File: src/rtl/sat_counter.sv
// Saturating up-counter with synchronous clear; sticks at all-ones instead of wrapping.
module sat_counter #(
  parameter int WIDTH = 16
) (
  input  logic             clk,
  input  logic             rst_n,
  input  logic             inc,
  input  logic             clr,
  output logic [WIDTH-1:0] q
);

  // Clear has priority over an increment arriving in the same cycle.
  always_ff @(posedge clk) begin
    if (!rst_n) begin
      q <= '0;
    end else if (clr) begin
      q <= '0;
    end else if (inc && (q != '1)) begin
      q <= q + 1'b1;
    end
  end

endmodule

File: config.mk
export PLATFORM = sky130hd
export DESIGN_NAME = sat_counter
export DESIGN_NICKNAME = d
export VERILOG_FILES = /design/src/rtl/sat_counter.sv
export SDC_FILE = /design/constraint.sdc
export NUM_CORES = 1
export LEC_CHECK = 0
export CORE_MARGIN = 2
export CORE_UTILIZATION = 45
export DETAILED_ROUTE_END_ITERATION = 16
export MAX_ROUTING_LAYER = met4
export PLACE_DENSITY = 0.73
export SKIP_CTS_REPAIR_TIMING = 1
export SLEW_MARGIN = 20
export SYNTH_ARGS = -nofsm -noshare
export SYNTH_HDL_FRONTEND = slang
export SYNTH_SLANG_ARGS = --single-unit
export TNS_END_PERCENT = 10
File: constraint.sdc
create_clock -name clk -period 2.1 [get_ports clk]
set_input_delay 0.42 -clock clk [delete_from_list [all_inputs] [get_ports clk]]
set_output_delay 0.42 -clock clk [all_outputs]
set_load 0.02 [all_outputs]
==> results.md <==
| Quantity | Value | Unit |
| --- | --- | --- |
| DRC violations left | 0 | - |
| Count of nets left with antenna violations after detail routing | 0 | - |
| Required time of the worst setup path | 1.68 | ns |
| Leakage component of the power | 0.400 | nW |
| Tightest Pin Transition | 0.488 | ns |
| Number of instances in the placed design | 136 | - |
| Setup Total Neg Slack | 0 | ns |
| Post-route insts no fill | 139 | - |
| Yosys reg bits | 16 | - |
| Post-synthesis net count | 96 | - |
| Pwr Density | 440 | mW/mm2 |
| Syn. warnings | 0 | - |
| Clock-pin slew reported for the worst setup and hold paths after clock tree synthesis | 0.09 | ns |
| H-tree level count | 1 | - |
| Filler cell count in the final layout | 169 | - |
| Count of standard-cell rows | 15 | - |
| Largest registers ranked by flip-flop count | q (16) | - |
| Final WL | 1880 | um |
| Power after layout | 0.493 | mW |
| Maximum VDD drop | 417 | uV |
| Cells along the critical path | clkdlybuf4s50_1 | - |
| Initial core utilization | 49.0 | % |
| Final Util | 63.5 | % |
| Share of the synthesized area in the top cell type | 37.0 | % |
| Detailed-router iteration count before antenna repair | 4 | - |
| DRC violation total after the first TritonRoute iteration | 6 | - |
| Number of buffers inserted during clock tree synthesis | 3 | - |
| Die Y | 47.8 | um |
| Global-route wire length before repair | 2930 | um |
| Kind of cell adding the most delay to the critical path | buffers and inverters | - |
| Total number of vias | 797 | - |
| Max Cap Viol | 0 | - |
| Final worst-path setup slack | 0.224 | ns |
| Count of boundary I/O pins | 20 | - |
| Proportion of synthesized chip area in sequential cells | 37.0 | % |
| Number of buffers on the longest clock path | 2 | - |
| Netlist Area Pre-Place | 865 | um2 |
| RSZ-0062 raised after global routing | false | - |
| Worst min-delay path class | flip-flop to flip-flop | - |
| Post-DR wirelength/cell | 13.5 | um |
| Worst Clk Skew | 0.00702 | ns |
| Share of flip-flops with an asynchronous set or reset | 0 | % |
| Overall global routing resource usage | 19.2 | % |
| Final period util | 89.3 | % |
| CP max stage delay | 0.67 | ns |
| Vias in the first global route | 684 | - |
| Max Freq | 0.533 | GHz |
| Worst Path Class, Setup | flip-flop to output pin | - |
| Master of the slowest instance on the critical path | sky130_fd_sc_hd__clkdlybuf4s50_1 | - |
| Floorplan core area | 0.00176 | mm2 |
| Max reg flops | 16 | - |
| Die extent in x | 47.8 | um |
| Antenna violations before repair | 0 | - |
| Post-layout nets | 121 | - |
| Number of clock sinks | 16 | - |
| Biggest register | q | - |
| Max-slew violation total from the final report | 0 | - |
| Status | completed | - |
| Grt ovf | 0 | - |
| Count of buffers inserted at the top-level ports | 19 | - |
| Share of post-route cells with drive strength above 1 | 11.4 | % |
| Routability congestion estimate | 0.798 | - |
| Number of vias per cell after detailed routing | 5.73 | - |
| Signed area change from the synthesized netlist to the final layout | 29.5 | % |
| Worst Setup End Kind | output pin | - |
| Unique masters post-synth | 38 | - |
| Cells taking the most area after synthesis | sky130_fd_sc_hd__dfxtp_1, sky130_fd_sc_hd__nand4_4, sky130_fd_sc_hd__nor2_1 | - |
| Relative slew slack | 67.4 | % |
| EDFF count, synth | 0 | - |
| Count of antenna diodes in the layout | 0 | - |
| Cell type with the largest total area after synthesis | sky130_fd_sc_hd__dfxtp_1 | - |
| Clock insertion delay at the later pin of the skew report | 0.29 | ns |
| Area enclosed by the die boundary | 0.00229 | mm2 |
| Total setup violations reported at the end of the flow | 0 | - |
| Worst slack after detailed placement | 0.109 | ns |
| CTS tree | built | - |
| Pin count of the biggest net entering global routing | 10 | - |
| Critical path startpoint category | flip-flop | - |
| Mean Syn Cell Area | 9.50 | um2 |
| Critical path arrival | 1.46 | ns |
| Hold Fails Final Rpt | 0 | - |
| Detail Placement HPWL | 1430 | um |
| Largest fanout on the critical path | 8 | - |
| WP buf/inv | 1 | - |
| Post-layout min period | 1.88 | ns |
| Post-Synthesis Cells | 91 | - |
| Top flip-flop cell by instance count after synthesis | sky130_fd_sc_hd__dfxtp_1 | - |
| Root buffer cell | sky130_fd_sc_hd__clkbuf_4 | - |
==> cell families after synthesis <==
logic type      count (synthesis)  synth area share (%)
compound gates                 22                  21.4
flops                          16                  37.0
xor+xnor                        4                  4.05
fa+ha+maj                       1                  1.45
mux                             1                  1.16
simple gates                   44                  33.6
buf+inv                         3                  1.30
==> cell usage after synthesis, types with 2 or more instances <==
master,n
sky130_fd_sc_hd__dfxtp_1,16
sky130_fd_sc_hd__nor2_1,10
sky130_fd_sc_hd__nand2_1,5
sky130_fd_sc_hd__a21oi_1,4
sky130_fd_sc_hd__nand3_1,4
sky130_fd_sc_hd__o21ai_0,4
sky130_fd_sc_hd__and2_1,3
sky130_fd_sc_hd__nor4_1,3
sky130_fd_sc_hd__xor2_1,3
sky130_fd_sc_hd__and4_2,2
sky130_fd_sc_hd__inv_1,2
sky130_fd_sc_hd__nand2b_1,2
sky130_fd_sc_hd__nand4_1,2
sky130_fd_sc_hd__nand4_4,2
sky130_fd_sc_hd__o311ai_0,2
sky130_fd_sc_hd__o31ai_1,2
sky130_fd_sc_hd__o41ai_1,2
sky130_fd_sc_hd__or3_1,2
sky130_fd_sc_hd__or4_1,2
==> area by class of cell <==
class                   count  area, um2  area share (%)
well taps                  25       31.3            2.79
repair buffers             21        205            18.3
clock buffers               3       22.5            2.01
multi-input cells          72        533            47.6
inverters                   2       7.51           0.670
flip-flops and latches     16        320            28.6
==> through the flow <==
| step | instance area, um2 | hold WS [ns] |
|---|---|---|
| 3_3_place_gp | 1100 | 0.506 |
| 5_1_grt | 1120 | 0.579 |
| 6_report | 1120 | 0.532 |
| 3_5_place_dp | 1100 | 0.515 |
| 4_1_cts | 1120 | 0.537 |
| 2_1_floorplan | 865 | 0.585 |
==> final timing paths <==
check	depth (start not counted)	start	endpoint	slack, ns
worst min-delay path	2	q[2]	q[2]	0.53
worst min register to register	2	q[2]	q[2]	0.53
worst max-delay path	1	q[3]	q[3]	0.22
worst max register to register	5	q[0]	q[14]	0.47
==> cell usage in the layout, fill, tap and decap left out, types with 3 or more instances in the layout <==
cell                              count
sky130_fd_sc_hd__clkdlybuf4s50_1     19
sky130_fd_sc_hd__dfxtp_1             16
sky130_fd_sc_hd__nor2_1              10
sky130_fd_sc_hd__nand2_1              5
sky130_fd_sc_hd__nand3_1              4
sky130_fd_sc_hd__o21ai_0              4
sky130_fd_sc_hd__a21oi_1              4
sky130_fd_sc_hd__nor4_1               3
sky130_fd_sc_hd__xor2_1               3
sky130_fd_sc_hd__and2_1               3
sky130_fd_sc_hd__clkbuf_4             3
==> power breakdown <==
part           internal, mW  switching, mW
combinational        0.0147         0.0130
clock                0.0667         0.0928
sequential            0.304        0.00151
==> layer usage <==
layer	vias up	share of wire (%)	track usage, %
met4	0	1.9	9.73
li1	403	-	-
met2	18	49	30.7
met3	5	3.5	3.40
met1	371	46	22.8
met5	-	0	-
No activity file was read; power rests on OpenSTA's default activity.
